## config.mk

```make
export PLATFORM = sky130hd
export DESIGN_NAME = kfps2kb_host_transmitter
export DESIGN_NICKNAME = d
export VERILOG_FILES = /design/src/rtl/kfps2kb_pkg.sv /design/src/rtl/kfps2kb_line_sync.sv /design/src/rtl/kfps2kb_host_transmitter.sv
export SDC_FILE = /design/constraint.sdc
export NUM_CORES = 1
export LEC_CHECK = 0
export ABC_AREA = 1
export CORE_ASPECT_RATIO = 1.4
export CORE_MARGIN = 1.5
export CORE_UTILIZATION = 50
export CTS_CLUSTER_SIZE = 16
export DETAILED_ROUTE_END_ITERATION = 7
export GPL_TIMING_DRIVEN = 0
export MAX_ROUTING_LAYER = met4
export PLACE_DENSITY = 0.74
export SYNTH_ARGS = -nofsm -noshare
export SYNTH_HDL_FRONTEND = slang
export SYNTH_SLANG_ARGS = --single-unit
```

## constraint.sdc

```tcl
create_clock -name clock -period 3.1 [get_ports clock]
set_input_delay 0.31 -clock clock [delete_from_list [all_inputs] [get_ports clock]]
set_output_delay 0.31 -clock clock [all_outputs]
set_load 0.005 [all_outputs]
```

## src/rtl/kfps2kb_pkg.sv

```systemverilog
// Shared types and constants for the PS/2 keyboard host-side blocks.
package kfps2kb_pkg;

  typedef enum logic [2:0] {
    IDLE,
    INHIBIT,
    REQUEST,
    SEND,
    ACK_WAIT,
    RELEASE_WAIT
  } state_t;

  localparam logic [7:0] CMD_RESET    = 8'hFF;
  localparam logic [7:0] CMD_SET_LEDS = 8'hED;
  localparam logic [7:0] CMD_ENABLE   = 8'hF4;
  localparam logic [7:0] RSP_ACK      = 8'hFA;

  localparam logic [3:0] FRAME_EDGES = 4'd11;

  // PS/2 frames carry odd parity over the eight data bits.
  function automatic logic odd_parity(input logic [7:0] data);
    return ~^data;
  endfunction

endpackage

```

## src/rtl/kfps2kb_line_sync.sv

```systemverilog
// Two-flop synchronizers for the PS/2 clock and data lines plus a registered
// falling-edge pulse on the clock line; shared with the receiver path.
module kfps2kb_line_sync (
  input  logic clock,
  input  logic reset,
  input  logic clock_in,
  input  logic data_in,
  output logic clock_sync,
  output logic data_sync,
  output logic clock_fall
);

  logic [1:0] clock_ff;
  logic [1:0] data_ff;
  logic       clock_prev;

  // Lines idle high, so reset the chains to 1 to avoid a spurious edge.
  always_ff @(posedge clock or negedge reset) begin
    if (!reset) begin
      clock_ff   <= 2'b11;
      data_ff    <= 2'b11;
      clock_prev <= 1'b1;
      clock_fall <= 1'b0;
    end else begin
      clock_ff   <= {clock_ff[0], clock_in};
      data_ff    <= {data_ff[0], data_in};
      clock_prev <= clock_ff[1];
      clock_fall <= clock_prev & ~clock_ff[1];
    end
  end

  assign clock_sync = clock_ff[1];
  assign data_sync  = data_ff[1];

endmodule

```

## src/rtl/kfps2kb_host_transmitter.sv

```systemverilog
// PS/2 host-to-device transmitter: inhibit, request-to-send, device-clocked
// 11-edge frame, ACK check, and release wait, with first-edge/bit timeouts.
module kfps2kb_host_transmitter
  import kfps2kb_pkg::*;
#(
  parameter logic [15:0] INHIBIT_CYCLES     = 16'd5000,
  parameter logic [19:0] FIRST_EDGE_TIMEOUT = 20'd750000,
  parameter logic [19:0] BIT_TIMEOUT        = 20'd100000
) (
  input  logic       clock,
  input  logic       reset,
  input  logic       device_clock_in,
  input  logic       device_data_in,
  output logic       device_clock_oe,
  output logic       device_data_oe,
  input  logic [7:0] tx_data,
  input  logic       tx_valid,
  output logic       tx_ready,
  output logic       busy,
  output logic       tx_done,
  output logic       tx_error
);

  state_t      state, state_next;
  logic [19:0] count;
  logic [3:0]  edge_count;
  logic [8:0]  frame_q;
  logic        drive_q;
  logic        clock_sync, data_sync, clock_fall;
  logic        device_edge, timeout, inhibit_last;

  kfps2kb_line_sync u_line_sync (
    .clock      (clock),
    .reset      (reset),
    .clock_in   (device_clock_in),
    .data_in    (device_data_in),
    .clock_sync (clock_sync),
    .data_sync  (data_sync),
    .clock_fall (clock_fall)
  );

  // Our own inhibit pulls the clock low too, so only count edges once released.
  assign device_edge  = clock_fall &&
                        (state == REQUEST || state == SEND || state == RELEASE_WAIT);
  assign timeout      = !device_edge &&
                        (count >= ((state == REQUEST) ? FIRST_EDGE_TIMEOUT : BIT_TIMEOUT));
  assign inhibit_last = (count == {4'd0, INHIBIT_CYCLES - 16'd1});

  always_comb begin
    state_next      = state;
    device_clock_oe = 1'b0;
    device_data_oe  = 1'b0;
    tx_done         = 1'b0;
    tx_error        = 1'b0;
    case (state)
      IDLE: if (tx_valid) state_next = INHIBIT;
      INHIBIT: begin
        device_clock_oe = 1'b1;
        if (inhibit_last) begin
          device_data_oe = 1'b1;
          state_next     = REQUEST;
        end
      end
      REQUEST: begin
        device_data_oe = !timeout;
        if (device_edge) state_next = SEND;
        else if (timeout) begin
          tx_error   = 1'b1;
          state_next = IDLE;
        end
      end
      SEND: begin
        device_data_oe = drive_q && !timeout;
        if (device_edge && edge_count == FRAME_EDGES - 4'd1) state_next = ACK_WAIT;
        else if (timeout) begin
          tx_error   = 1'b1;
          state_next = IDLE;
        end
      end
      ACK_WAIT: begin
        if (!data_sync) state_next = RELEASE_WAIT;
        else begin
          tx_error   = 1'b1;
          state_next = IDLE;
        end
      end
      RELEASE_WAIT: begin
        if (clock_sync && data_sync) begin
          tx_done    = 1'b1;
          state_next = IDLE;
        end else if (timeout) begin
          tx_error   = 1'b1;
          state_next = IDLE;
        end
      end
      default: state_next = IDLE;
    endcase
  end

  // One shared counter: inhibit length, then time since entry or last edge.
  always_ff @(posedge clock or negedge reset) begin
    if (!reset) begin
      state <= IDLE;
      count <= '0;
    end else begin
      state <= state_next;
      if (state_next != state || device_edge) count <= '0;
      else if (count != '1) count <= count + 20'd1;
    end
  end

  // frame_q is {parity, data}; edge n drives frame bit n-1, edge 10 releases.
  always_ff @(posedge clock or negedge reset) begin
    if (!reset) begin
      edge_count <= '0;
      frame_q    <= '0;
      drive_q    <= 1'b0;
    end else begin
      case (state)
        IDLE: begin
          edge_count <= '0;
          drive_q    <= 1'b0;
          if (tx_valid) frame_q <= {odd_parity(tx_data), tx_data};
        end
        REQUEST, SEND: begin
          if (device_edge) begin
            edge_count <= edge_count + 4'd1;
            drive_q    <= (edge_count < 4'd9) ? ~frame_q[edge_count] : 1'b0;
          end
        end
        default: ;
      endcase
    end
  end

  assign tx_ready = (state == IDLE);
  assign busy     = (state != IDLE);

endmodule

```

==> flow_summary.html, run 1 <==
<table>
<tr><th>Metric</th><th>Value</th></tr>
<tr><th colspan="2">Outcome</th></tr>
<tr><td>Run status</td><td>finished clean</td></tr>
<tr><th colspan="2">Critical path</th></tr>
<tr><td>CP startpoint kind</td><td>register</td></tr>
<tr><td>Critical path data required time</td><td>2790 ps</td></tr>
<tr><td>Max stage delay cell, worst path</td><td>dfrtp_2</td></tr>
<tr><td>Crit path to</td><td>device_data_oe</td></tr>
<tr><td>Maximum fanout along the worst path</td><td>4</td></tr>
<tr><td>Worst Reg2Reg Path Length in Cells</td><td>18</td></tr>
<tr><td>Cell family with most CP delay</td><td>simple AND/OR/NAND/NOR gates</td></tr>
<tr><td>Number of gates on the worst path with buffers counted</td><td>13</td></tr>
<tr><td>Most prevalent standard cell on the critical path</td><td>a21oi_1</td></tr>
<tr><td>Reg2reg end</td><td>count[11]$_DFFE_PN0P_</td></tr>
<tr><td>Setup Crit Path Kind</td><td>register to output port</td></tr>
<tr><td>Worst path max stage delay</td><td>420 ps</td></tr>
<tr><td>Total buffers and inverters traversed by the critical path</td><td>3</td></tr>
<tr><td>Critical Path Start</td><td>state[2]$_DFF_PN0_</td></tr>
<tr><td>Arrival time at the worst endpoint</td><td>2550 ps</td></tr>
<tr><td>Crit-path cells</td><td>inv_1 -&gt; nand2_2 -&gt; nor2_4 -&gt; buf_4 -&gt; ha_1 -&gt; a21oi_1 -&gt; nand2_1 -&gt; a21oi_1 -&gt; nand3_2 -&gt; nand2_2 -&gt; a21oi_1 -&gt; a21oi_1 -&gt; dlygate4sd2_1</td></tr>
<tr><td>R2R Path Start</td><td>state[2]$_DFF_PN0_</td></tr>
<tr><td>Register-to-register path setup slack</td><td>380 ps</td></tr>
<tr><td>Critical Path Sink Type</td><td>output port</td></tr>
<tr><th colspan="2">Placed design</th></tr>
<tr><td>Post-detail-place hpwl</td><td>4640 um</td></tr>
<tr><td>Post-placement cell count</td><td>431</td></tr>
<tr><td>Port bufs</td><td>18</td></tr>
<tr><td>Routability congestion estimate</td><td>0.923</td></tr>
<tr><th colspan="2">Power and ir drop</th></tr>
<tr><td>Sum of internal, switching and leakage power</td><td>0.00140 W</td></tr>
<tr><td>Worst-case vdd ir drop</td><td>0.000345 V</td></tr>
<tr><td>Static power due to leakage</td><td>1.51 nW</td></tr>
<tr><td>Total power density per cell area</td><td>423 nW/um^2</td></tr>
<tr><th colspan="2">Timing</th></tr>
<tr><td>Final-layout setup total negative slack</td><td>0 ps</td></tr>
<tr><td>Relative slew slack</td><td>69.7%</td></tr>
<tr><td>RSZ-0062 raised after global routing</td><td>no</td></tr>
<tr><td>Measured slew at the worst slew-check pin</td><td>450 ps</td></tr>
<tr><td>Clock period minus worst slack</td><td>2860 ps</td></tr>
<tr><td>Count of final setup violators</td><td>0</td></tr>
<tr><td>Post-route fraction of the period consumed by the critical path</td><td>92.1%</td></tr>
<tr><td>Fmax</td><td>350 MHz</td></tr>
<tr><td>Minimum hold slack</td><td>362 ps</td></tr>
<tr><td>Final Hold Fails</td><td>0</td></tr>
<tr><td>Number of max-slew violations in the final report</td><td>0</td></tr>
<tr><td>Clock tree skew after final layout</td><td>8.50 ps</td></tr>
<tr><th colspan="2">Clock network</th></tr>
<tr><td>Num CTS Buffers</td><td>5</td></tr>
<tr><td>Clock tree from TritonCTS</td><td>yes</td></tr>
<tr><td>Number of sinks driven by the clock tree</td><td>43</td></tr>
<tr><td>H-tree depth</td><td>2</td></tr>
<tr><td>Clock transition at the registers of the reported paths</td><td>80 ps</td></tr>
<tr><td>CTS Buffer Depth</td><td>2</td></tr>
<tr><td>Clk Tree Root Cell</td><td>clkbuf_8</td></tr>
<tr><td>Clk_lat worst skew</td><td>290 ps</td></tr>
<tr><th colspan="2">Synth</th></tr>
<tr><td>Share of the synthesized area in the top cell type</td><td>33.5%</td></tr>
<tr><td>Warnings, synthesis</td><td>0</td></tr>
<tr><td>Prevailing post-synth register cell</td><td>dfrtp_1</td></tr>
<tr><td>Syn Inst Count</td><td>344</td></tr>
<tr><td>Post-synthesis instance area</td><td>2840 um^2</td></tr>
<tr><td>Synth area leaders</td><td>dfrtp_1, nand2_1, ha_1</td></tr>
<tr><td>Flip-flop and latch count after synthesis</td><td>43</td></tr>
<tr><td>Synthesized Nets</td><td>374</td></tr>
<tr><td>Unique masters post-synth</td><td>31</td></tr>
<tr><td>Fraction of registers with async set or reset after synthesis</td><td>100%</td></tr>
<tr><td>Cell type contributing the most total cell area after synthesis</td><td>dfrtp_1</td></tr>
<tr><td>Post-synth EDFFs</td><td>0</td></tr>
<tr><td>Share of the yosys chip area belonging to registers</td><td>38.2%</td></tr>
<tr><td>Mean Syn Cell Area</td><td>8.24 um^2</td></tr>
<tr><th colspan="2">Layout</th></tr>
<tr><td>Most common library cell in the layout ignoring fill and taps</td><td>nand2_1</td></tr>
<tr><td>Final instance count without filler cells</td><td>444</td></tr>
<tr><td>Leading cell types in the layout, fill and taps excluded</td><td>nand2_1, inv_1, dfrtp_1</td></tr>
<tr><td>Area of the multi-input gates</td><td>1530 um^2</td></tr>
<tr><td>Register cell area after layout</td><td>1080 um^2</td></tr>
<tr><td>Net count reported at finish</td><td>406</td></tr>
<tr><td>Layout Area Growth over Synthesis</td><td>16.3%</td></tr>
<tr><td>Fraction of layout cells with a size suffix above 1</td><td>17.0%</td></tr>
<tr><td>Fin util</td><td>60.1%</td></tr>
<tr><td># fillers</td><td>492</td></tr>
<tr><td>Number of inserted diodes</td><td>0</td></tr>
<tr><th colspan="2">GRT</th></tr>
<tr><td>Number of global-route vias before repair</td><td>2373</td></tr>
<tr><td>Initial antenna violation count</td><td>0</td></tr>
<tr><td>Tot GR Track Use</td><td>22.7%</td></tr>
<tr><td>Largest net degree at the start of global routing</td><td>26</td></tr>
<tr><td>Leftover overflow at the end of global routing</td><td>0</td></tr>
<tr><td>Global-route wire length before repair</td><td>10400 um</td></tr>
<tr><th colspan="2">Detailed routing</th></tr>
<tr><td>DRC violations left</td><td>0</td></tr>
<tr><td>Router iterations before antenna repair</td><td>4</td></tr>
<tr><td>Final wirelength</td><td>5980 um</td></tr>
<tr><td>Count of routing violations after the opening detailed-route iteration</td><td>82</td></tr>
<tr><td>Via count normalized by instance count</td><td>5.27</td></tr>
<tr><td>Count of antenna-violating nets left after detailed routing</td><td>0</td></tr>
<tr><td>Vias</td><td>2342</td></tr>
<tr><td>Routed length per instance</td><td>13.5 um</td></tr>
<tr><th colspan="2">Worst hold path</th></tr>
<tr><td>Worst hold path type</td><td>register to register</td></tr>
<tr><th colspan="2">Floorplan</th></tr>
<tr><td>Top-level I/O count</td><td>19</td></tr>
<tr><td>Initial Utilization</td><td>51.7%</td></tr>
<tr><td>Chip Height</td><td>92.1 um</td></tr>
<tr><td>Overall die area</td><td>6140 um^2</td></tr>
<tr><td>Horiz. Die Dim</td><td>66.6 um</td></tr>
<tr><td>Count of standard-cell rows</td><td>32</td></tr>
<tr><td>Core box area</td><td>5490 um^2</td></tr>
<tr><th colspan="2">Job</th></tr>
<tr><td>Max cap viols</td><td>0</td></tr>
</table>
[kinds of logic (layout without fill, tap and decap cells)]
| logic type | Yosys count | in the layout | synth area share, % |
|---|---|---|---|
| muxes | 7 | 7 | 2.74 |
| buffers and inverters | 58 | 90 | 8.52 |
| adders and majority gates | 17 | 17 | 7.50 |
| AOI/OAI and AO/OA | 38 | 38 | 7.64 |
| DFF | 43 | 43 | 38.2 |
| and+or+nand+nor | 161 | 161 | 29.3 |
| xor gates and xnor gates | 20 | 20 | 6.18 |
[final cells by class]
cell class              instances  share of cell area [%]
inverters                      53                    6.03
repair buffers                 25                    7.78
well taps                      68                    2.58
flip-flops and latches         43                    32.9
plain buffers                   5                    1.29
multi-input cells             243                    46.3
clock buffers                   6                    2.20
clock inverters                 1                   0.911
[cell usage after synthesis, drive strengths merged, types with 5 or more instances]
cell,n
o21ai,14
inv,52
xnor2,8
nand3,26
xor2,12
nor2,27
mux2,6
nand2,66
buf,5
dfrtp,38
nand4,8
ha,17
dfstp,5
a21oi,18
nor3,31
[where the power goes]
group	leakage, nW	total, W	switching (W)	internal [W]
Combinational	0.908	0.000289	0.000152	0.000138
Clock	0.0513	0.000418	0.000182	0.000236
Sequential	0.548	0.000688	0.0000507	0.000637
[how the worst min path moves through the flow]
stage                                       from  slack (ps)                           endpoint  cells after the start
6_report       u_line_sync.clock_ff[0]$_DFF_PN1_         360  u_line_sync.clock_ff[1]$_DFF_PN1_                      0
5_1_grt        u_line_sync.clock_ff[0]$_DFF_PN1_         370  u_line_sync.clock_ff[1]$_DFF_PN1_                      0
4_1_cts        u_line_sync.clock_ff[0]$_DFF_PN1_         360  u_line_sync.clock_ff[1]$_DFF_PN1_                      0
3_5_place_dp                               reset         280   u_line_sync.clock_fall$_DFF_PN0_                      1
3_3_place_gp   u_line_sync.clock_ff[0]$_DFF_PN1_         350  u_line_sync.clock_ff[1]$_DFF_PN1_                      0
2_1_floorplan                              reset          10               count[0]$_DFFE_PN0P_                      0
[sequential cells by signal, summed over array words and instances (netlist names)]
register and count:
frame_q 9, edge_count 4, u_line_sync.clock_prev 1, u_line_sync.clock_ff 2, u_line_sync.data_ff 2, state 3, drive_q 1, count 20
u_line_sync.clock_fall 1
[per-layer routing]
layer	wire length (um)	global-route usage (%)	part of all wire, %
met2	3240	41.3	54
met3	157	3.31	2.6
met4	190	8.84	3.2
met1	2400	24.1	40
met5	0	-	0
[stage by stage]
step	instance area [um^2]	worst slack (ps)
finish	3300	244
global route	3300	8.60
CTS	3290	21.7
detailed placement	3120	-440
global placement	3100	-386
floorplan	2840	537
[timing repair]
| action | CTS | global route |
|---|---|---|
| setup endpoints to repair | 22 | 1 |
| cloned | 0 | 0 |
| hold buffers | 1 | 0 |
| endpoints found under the hold margin | 13 | 0 |
| resized for setup | 7 | 2 |
| buffers inserted | 4 | 1 |
| pin swaps | 3 | 0 |
Power figures use the tool's default switching activity.
==> inputs of run 2 (changes only) <==
==> constraint.sdc (replaced) <==
create_clock -name clock -period 3.1 [get_ports clock]
set_input_delay 0.31 -clock clock [delete_from_list [all_inputs] [get_ports clock]]
set_output_delay 0.31 -clock clock [all_outputs]
set_load 0.1 [all_outputs]
==> run 2 against run 1 <==
  * Clock power is 18% lower
  * Sequential power about the same
  * Critical path depth grew 1
  * Final cell count is 0.45% higher
  * Core utilization is 0.23 points higher
  * Combinational power is 9.3% higher
  * Routed wire length increased by 2.2%
  * Sequential share of layout area fell by 0.16 points
  * Worst setup slack worse by 65 ps
  * Count of clock-buffer cells in the layout rose by 2
  * Critical endpoint is now tx_error
==> flow_summary.html, run 2 (synthesis gave the netlist of run 1 again) <==
<table>
<tr><th>Metric</th><th>Value</th></tr>
<tr><th colspan="2">Outcome</th></tr>
<tr><td>Run status</td><td>finished clean</td></tr>
<tr><th colspan="2">Timing</th></tr>
<tr><td>RSZ-0062 raised after global routing</td><td>no</td></tr>
<tr><td>Final Hold Fails</td><td>0</td></tr>
<tr><td>Number of max-slew violations in the final report</td><td>0</td></tr>
<tr><td>Relative slew slack</td><td>34.8%</td></tr>
<tr><td>Post-route fraction of the period consumed by the critical path</td><td>94.2%</td></tr>
<tr><td>Clock tree skew after final layout</td><td>11.0 ps</td></tr>
<tr><td>Measured slew at the worst slew-check pin</td><td>975 ps</td></tr>
<tr><td>Clock period minus worst slack</td><td>2920 ps</td></tr>
<tr><td>Fmax</td><td>342 MHz</td></tr>
<tr><td>Count of final setup violators</td><td>0</td></tr>
<tr><th colspan="2">Layout</th></tr>
<tr><td>Number of flip-flops under the largest register name</td><td>20</td></tr>
<tr><td>Number of inserted diodes</td><td>0</td></tr>
<tr><td>Fraction of layout cells with a size suffix above 1</td><td>18.3%</td></tr>
<tr><td>Most common library cell in the layout ignoring fill and taps</td><td>nand2_1</td></tr>
<tr><td>Net count reported at finish</td><td>407</td></tr>
<tr><td>Largest registers</td><td>count x20, frame_q x9, edge_count x4</td></tr>
<tr><td>Fin util</td><td>60.3%</td></tr>
<tr><td>Register with the most flip-flops</td><td>count</td></tr>
<tr><td># fillers</td><td>495</td></tr>
<tr><td>Post-route cell area</td><td>3310 um^2</td></tr>
<tr><td>Layout Area Growth over Synthesis</td><td>16.7%</td></tr>
<tr><td>Leading cell types in the layout, fill and taps excluded</td><td>nand2_1, inv_1, dfrtp_1</td></tr>
<tr><th colspan="2">Detailed routing</th></tr>
<tr><td>Count of antenna-violating nets left after detailed routing</td><td>0</td></tr>
<tr><td>DRC violations left</td><td>0</td></tr>
<tr><td>Router iterations before antenna repair</td><td>4</td></tr>
<tr><td>Final wirelength</td><td>6110 um</td></tr>
<tr><td>Via count normalized by instance count</td><td>5.27</td></tr>
<tr><td>Vias</td><td>2349</td></tr>
<tr><td>Count of routing violations after the opening detailed-route iteration</td><td>97</td></tr>
<tr><td>Routed length per instance</td><td>13.7 um</td></tr>
<tr><th colspan="2">Placed design</th></tr>
<tr><td>Post-detail-place hpwl</td><td>4610 um</td></tr>
<tr><td>Area after DPL</td><td>3150 um^2</td></tr>
<tr><td>Routability congestion estimate</td><td>0.928</td></tr>
<tr><td>Port bufs</td><td>18</td></tr>
<tr><th colspan="2">Clock network</th></tr>
<tr><td>Clk_lat worst skew</td><td>300 ps</td></tr>
<tr><td>Clock tree from TritonCTS</td><td>yes</td></tr>
<tr><td>Clk Tree Root Cell</td><td>clkbuf_8</td></tr>
<tr><td>H-tree depth</td><td>2</td></tr>
<tr><td>CTS Buffer Depth</td><td>2</td></tr>
<tr><td>Clock transition at the registers of the reported paths</td><td>70 ps</td></tr>
<tr><td>Num CTS Buffers</td><td>5</td></tr>
<tr><td>Number of sinks driven by the clock tree</td><td>43</td></tr>
<tr><th colspan="2">Job</th></tr>
<tr><td>Max cap viols</td><td>0</td></tr>
<tr><th colspan="2">Critical path</th></tr>
<tr><td>Register-to-register path setup slack</td><td>310 ps</td></tr>
<tr><td>Cell family with most CP delay</td><td>simple AND/OR/NAND/NOR gates</td></tr>
<tr><td>Total buffers and inverters traversed by the critical path</td><td>4</td></tr>
<tr><td>Critical path data required time</td><td>2790 ps</td></tr>
<tr><td>Worst path max stage delay</td><td>450 ps</td></tr>
<tr><td>Critical Path Sink Type</td><td>output port</td></tr>
<tr><td>Max stage delay cell, worst path</td><td>dfrtp_2</td></tr>
<tr><td>CP startpoint kind</td><td>register</td></tr>
<tr><td>Reg2reg end</td><td>count[7]$_DFFE_PN0P_</td></tr>
<tr><td>Setup Crit Path Kind</td><td>register to output port</td></tr>
<tr><td>Arrival time at the worst endpoint</td><td>2610 ps</td></tr>
<tr><td>R2R Path Start</td><td>state[2]$_DFF_PN0_</td></tr>
<tr><td>Maximum fanout along the worst path</td><td>6</td></tr>
<tr><td>Crit-path cells</td><td>inv_1 -&gt; nand2_2 -&gt; nor2_4 -&gt; inv_2 -&gt; ha_1 -&gt; nand2_1 -&gt; nor2_1 -&gt; inv_1 -&gt; nor2_1 -&gt; nand3_1 -&gt; nand3_1 -&gt; o211ai_1 -&gt; a21oi_4 -&gt; buf_8</td></tr>
<tr><td>Worst Reg2Reg Path Length in Cells</td><td>18</td></tr>
<tr><th colspan="2">Floorplan</th></tr>
<tr><td>Chip Height</td><td>92.1 um</td></tr>
<tr><td>Core box area</td><td>5490 um^2</td></tr>
<tr><td>Initial Utilization</td><td>51.7%</td></tr>
<tr><td>Horiz. Die Dim</td><td>66.6 um</td></tr>
<tr><td>Overall die area</td><td>6140 um^2</td></tr>
<tr><td>Top-level I/O count</td><td>19</td></tr>
<tr><td>Count of standard-cell rows</td><td>32</td></tr>
<tr><th colspan="2">GRT</th></tr>
<tr><td>Number of global-route vias before repair</td><td>2332</td></tr>
<tr><td>Tot GR Track Use</td><td>22.5%</td></tr>
<tr><td>Leftover overflow at the end of global routing</td><td>0</td></tr>
<tr><td>Global-route wire length before repair</td><td>10200 um</td></tr>
<tr><td>Initial antenna violation count</td><td>0</td></tr>
<tr><td>Largest net degree at the start of global routing</td><td>30</td></tr>
<tr><th colspan="2">Worst hold path</th></tr>
<tr><td>Number of cells on the worst hold path</td><td>0</td></tr>
<tr><td>End of the worst hold path</td><td>u_line_sync.data_ff[1]$_DFF_PN1_</td></tr>
<tr><td>Origin of the worst min-delay path</td><td>u_line_sync.data_ff[0]$_DFF_PN1_</td></tr>
<tr><td>Worst hold path type</td><td>register to register</td></tr>
<tr><th colspan="2">Power and ir drop</th></tr>
<tr><td>Total power density per cell area</td><td>407 nW/um^2</td></tr>
<tr><td>Static power due to leakage</td><td>1.47 nW</td></tr>
<tr><td>Worst-case vdd ir drop</td><td>0.000355 V</td></tr>
<tr><td>Sum of internal, switching and leakage power</td><td>0.00135 W</td></tr>
</table>
[run 2: routing by layer]
layer  wire length (um)  global-route usage (%)  vias up
met5                  0                       -        -
li1                   -                       -     1188
met4                199                    10.2        0
met1               2480                    24.6     1093
met2               3250                    39.8       51
met3                186                    2.58       17
[run 2: layout make-up]
class / count / area (um^2) / share of cell area, %
clock buffers: 8 / 80.1 / 2.42
inverters: 53 / 203 / 6.12
repair buffers: 26 / 265 / 8.02
multi-input cells: 243 / 1550 / 46.8
flip-flops and latches: 43 / 1080 / 32.7
well taps: 68 / 85.1 / 2.57
plain buffers: 5 / 42.5 / 1.29
[run 2: how the worst max path moves through the flow]
stage                       start              to  cells past startpoint
2_1_floorplan  state[2]$_DFF_PN0_  device_data_oe                     14
3_3_place_gp   state[2]$_DFF_PN0_        tx_error                     14
3_5_place_dp   state[2]$_DFF_PN0_        tx_error                     14
4_1_cts        state[2]$_DFF_PN0_        tx_error                     14
5_1_grt        state[2]$_DFF_PN0_  device_data_oe                     13
6_report       state[2]$_DFF_PN0_        tx_error                     14
[run 2: per-stage QoR]
step / setup WS, ps / hold WS, ps / cells / setup TNS [ps]
finish: 180 / 359 / 446 / 0
global route: 3.62 / 364 / 446 / 0
CTS: 37.6 / 362 / 442 / 0
detailed placement: -1130 / 248 / 431 / -8080
global placement: -1070 / 350 / 430 / -6680
floorplan: -36.6 / 14.4 / 344 / -36.6
[run 2: power breakdown]
| group | switching (W) | total [W] | internal (W) |
|---|---|---|---|
| logic | 0.000177 | 0.000316 | 0.000139 |
| registers | 0.0000495 | 0.000686 | 0.000637 |
| clock network | 0.000184 | 0.000344 | 0.000160 |
[run 2: timing repair]
action / in CTS / in global routing
endpoints found under the setup margin: 22 / 2
setup buffers: 2 / 4
endpoints found under the hold margin: 13 / 0
pin swaps: 1 / 1
gates resized for setup: 16 / 6
hold buffers: 1 / 0
==> inputs of run 3 (changes only) <==
--- a/config.mk
+++ b/config.mk
@@ -8,12 +8,12 @@
 export ABC_AREA = 1
 export CORE_ASPECT_RATIO = 1.4
 export CORE_MARGIN = 1.5
-export CORE_UTILIZATION = 50
+export CORE_UTILIZATION = 59
 export CTS_CLUSTER_SIZE = 16
 export DETAILED_ROUTE_END_ITERATION = 7
 export GPL_TIMING_DRIVEN = 0
 export MAX_ROUTING_LAYER = met4
-export PLACE_DENSITY = 0.74
+export PLACE_DENSITY = 0.85
 export SYNTH_ARGS = -nofsm -noshare
 export SYNTH_HDL_FRONTEND = slang
 export SYNTH_SLANG_ARGS = --single-unit
==> run 3 against run 2 <==
  * Maximum frequency about the same
  * Power rose by 3.2%
  * Design area increased by 0.26%
  * Critical path depth is the same
  * First-iteration DRC count increased by 60%
  * Largest power group unchanged
  * Worst hold slack hardly changed
  * Die area is 15% lower
  * Largest cell class unchanged
  * Register-to-register slack improved by 70 ps
  * Routed wire length increased by 0.79%
  * Critical endpoint is now device_data_oe
  * Worst setup slack improved by 1.2 ps
  * Combinational power about the same
==> flow_summary.html, run 3 (synthesis gave the netlist of run 1 again) <==
<table>
<tr><th>Metric</th><th>Value</th></tr>
<tr><th colspan="2">Outcome</th></tr>
<tr><td>Run status</td><td>finished clean</td></tr>
<tr><th colspan="2">Timing</th></tr>
<tr><td>Count of final setup violators</td><td>0</td></tr>
<tr><td>Minimum hold slack</td><td>359 ps</td></tr>
<tr><td>Final Hold Fails</td><td>0</td></tr>
<tr><td>Relative slew slack</td><td>34.5%</td></tr>
<tr><td>Number of max-slew violations in the final report</td><td>0</td></tr>
<tr><td>Post-route fraction of the period consumed by the critical path</td><td>94.2%</td></tr>
<tr><td>Clock period minus worst slack</td><td>2920 ps</td></tr>
<tr><td>Clock tree skew after final layout</td><td>9.75 ps</td></tr>
<tr><td>Measured slew at the worst slew-check pin</td><td>979 ps</td></tr>
<tr><td>Fmax</td><td>343 MHz</td></tr>
<tr><th colspan="2">Clock network</th></tr>
<tr><td>CTS Buffer Depth</td><td>2</td></tr>
<tr><td>Num CTS Buffers</td><td>5</td></tr>
<tr><td>Clk_lat worst skew</td><td>290 ps</td></tr>
<tr><td>H-tree depth</td><td>2</td></tr>
<tr><td>Clock transition at the registers of the reported paths</td><td>70 ps</td></tr>
<tr><td>Number of sinks driven by the clock tree</td><td>43</td></tr>
<tr><td>Clk Tree Root Cell</td><td>clkbuf_8</td></tr>
<tr><td>Clock tree from TritonCTS</td><td>yes</td></tr>
<tr><th colspan="2">Critical path</th></tr>
<tr><td>Maximum fanout along the worst path</td><td>7</td></tr>
<tr><td>Arrival time at the worst endpoint</td><td>2610 ps</td></tr>
<tr><td>CP startpoint kind</td><td>register</td></tr>
<tr><td>Critical Path Sink Type</td><td>output port</td></tr>
<tr><td>Setup Crit Path Kind</td><td>register to output port</td></tr>
<tr><td>Critical path data required time</td><td>2790 ps</td></tr>
<tr><th colspan="2">Floorplan</th></tr>
<tr><td>Initial Utilization</td><td>62.0%</td></tr>
<tr><td>Core box area</td><td>4570 um^2</td></tr>
<tr><td>Count of standard-cell rows</td><td>29</td></tr>
<tr><td>Overall die area</td><td>5240 um^2</td></tr>
<tr><td>Chip Height</td><td>85.0 um</td></tr>
<tr><td>Top-level I/O count</td><td>19</td></tr>
<tr><td>Horiz. Die Dim</td><td>61.6 um</td></tr>
<tr><th colspan="2">GRT</th></tr>
<tr><td>Initial antenna violation count</td><td>0</td></tr>
<tr><td>Leftover overflow at the end of global routing</td><td>0</td></tr>
<tr><td>Global-route wire length before repair</td><td>10300 um</td></tr>
<tr><td>Number of global-route vias before repair</td><td>2413</td></tr>
<tr><td>Largest net degree at the start of global routing</td><td>25</td></tr>
<tr><td>Tot GR Track Use</td><td>26.5%</td></tr>
<tr><th colspan="2">Layout</th></tr>
<tr><td>Net count reported at finish</td><td>405</td></tr>
<tr><td>Leading cell types in the layout, fill and taps excluded</td><td>nand2_1, inv_1, dfrtp_1</td></tr>
<tr><td>Most common library cell in the layout ignoring fill and taps</td><td>nand2_1</td></tr>
<tr><td>Layout Area Growth over Synthesis</td><td>17.0%</td></tr>
<tr><td>Register with the most flip-flops</td><td>count</td></tr>
<tr><td>Largest registers</td><td>count x20, frame_q x9, edge_count x4</td></tr>
<tr><td>Final instance count without filler cells</td><td>438</td></tr>
<tr><td>Number of inserted diodes</td><td>0</td></tr>
<tr><td>Number of flip-flops under the largest register name</td><td>20</td></tr>
<tr><td>Fraction of layout cells with a size suffix above 1</td><td>18.9%</td></tr>
<tr><th colspan="2">Detailed routing</th></tr>
<tr><td>DRC violations left</td><td>0</td></tr>
<tr><td>Routed length per instance</td><td>14.1 um</td></tr>
<tr><td>Router iterations before antenna repair</td><td>4</td></tr>
<tr><td>Via count normalized by instance count</td><td>5.58</td></tr>
<tr><td>Count of routing violations after the opening detailed-route iteration</td><td>155</td></tr>
<tr><td>Vias</td><td>2446</td></tr>
<tr><td>Count of antenna-violating nets left after detailed routing</td><td>0</td></tr>
<tr><td>Final wirelength</td><td>6160 um</td></tr>
<tr><th colspan="2">Power and ir drop</th></tr>
<tr><td>Worst-case vdd ir drop</td><td>0.000324 V</td></tr>
<tr><td>Total power density per cell area</td><td>419 nW/um^2</td></tr>
<tr><td>Static power due to leakage</td><td>1.48 nW</td></tr>
<tr><td>Sum of internal, switching and leakage power</td><td>0.00139 W</td></tr>
<tr><th colspan="2">Placed design</th></tr>
<tr><td>Port bufs</td><td>18</td></tr>
<tr><td>Post-placement cell count</td><td>425</td></tr>
<tr><td>Routability congestion estimate</td><td>0.994</td></tr>
<tr><td>Post-detail-place hpwl</td><td>4570 um</td></tr>
<tr><th colspan="2">Worst hold path</th></tr>
<tr><td>Worst hold path type</td><td>register to register</td></tr>
<tr><th colspan="2">Job</th></tr>
<tr><td>Max cap viols</td><td>0</td></tr>
</table>
-- run 3: path summary, 6_finish.rpt --
check                                                       start                           endpoint  slack, ps  cells after the start
worst max-delay path                           state[1]$_DFF_PN0_                     device_data_oe        180                     14
worst min-delay path            u_line_sync.clock_ff[0]$_DFF_PN1_  u_line_sync.clock_ff[1]$_DFF_PN1_        360                      0
worst max register to register                 state[1]$_DFF_PN0_              count[14]$_DFFE_PN0P_        380                     18
worst min register to register  u_line_sync.clock_ff[0]$_DFF_PN1_  u_line_sync.clock_ff[1]$_DFF_PN1_        360                      0
max in group asynchronous                                   reset              count[10]$_DFFE_PN0P_       2110                      3
min in group asynchronous                                   reset          edge_count[2]$_DFFE_PN0P_        500                      2
-- run 3: routing by layer --
layer	vias to the layer above	share of wire [%]	GRT usage (%)	routed length, um
met5	-	0	-	0
met4	0	2.3	9.86	142
met3	16	3.6	3.35	222
met2	80	56	46.4	3450
met1	1163	38	29.6	2350
li1	1187	-	-	-
-- run 3: what timing repair did --
| action | CTS | global route |
|---|---|---|
| buffers inserted | 2 | 2 |
| gates resized for setup | 18 | 6 |
| endpoints found under the hold margin | 14 | 0 |
| pin swaps | 1 | 1 |
| setup endpoints to repair | 22 | 2 |
| hold buffers | 1 | 0 |
-- run 3: area by class of cell --
class	instances	area, um^2
plain buffers	5	42.5
clock buffers	8	100
fillers	354	1250
inverters	53	203
multi-input cells	243	1550
flip-flops and latches	43	1080
well taps	62	77.6
repair buffers	24	258
-- run 3: stage by stage --
step	TNS [ps]	setup WS, ps	utilization [%]	area, um^2
final	0	181	72.6	3320
after global routing	-14.2	-14.2	72.6	3320
after CTS	0	35.9	71.9	3290
after detailed placement	-5300	-1020	68.9	3150
after global placement	-4150	-964	68.4	3130
after floorplan	-36.6	-36.6	-	2870
-- run 3: critical path, stage by stage, from the launching register on --
cell     delay, ps
dfrtp_1        510
nand2_2        150
nor2_4         160
buf_4          160
ha_1           250
nand2_1         80
inv_1           50
nand2_1         50
nand2_1         50
a21oi_1        120
nand3_1        150
nand2_2        130
a21oi_1         80
a21oi_2        180
buf_12         200
-- run 3: power by group --
group	leakage, nW	internal (W)	switching [W]
Combinational	0.879	0.000139	0.000181
Sequential	0.549	0.000637	0.0000516
Clock	0.0515	0.000203	0.000178
Total	1.48	0.000979	0.000411
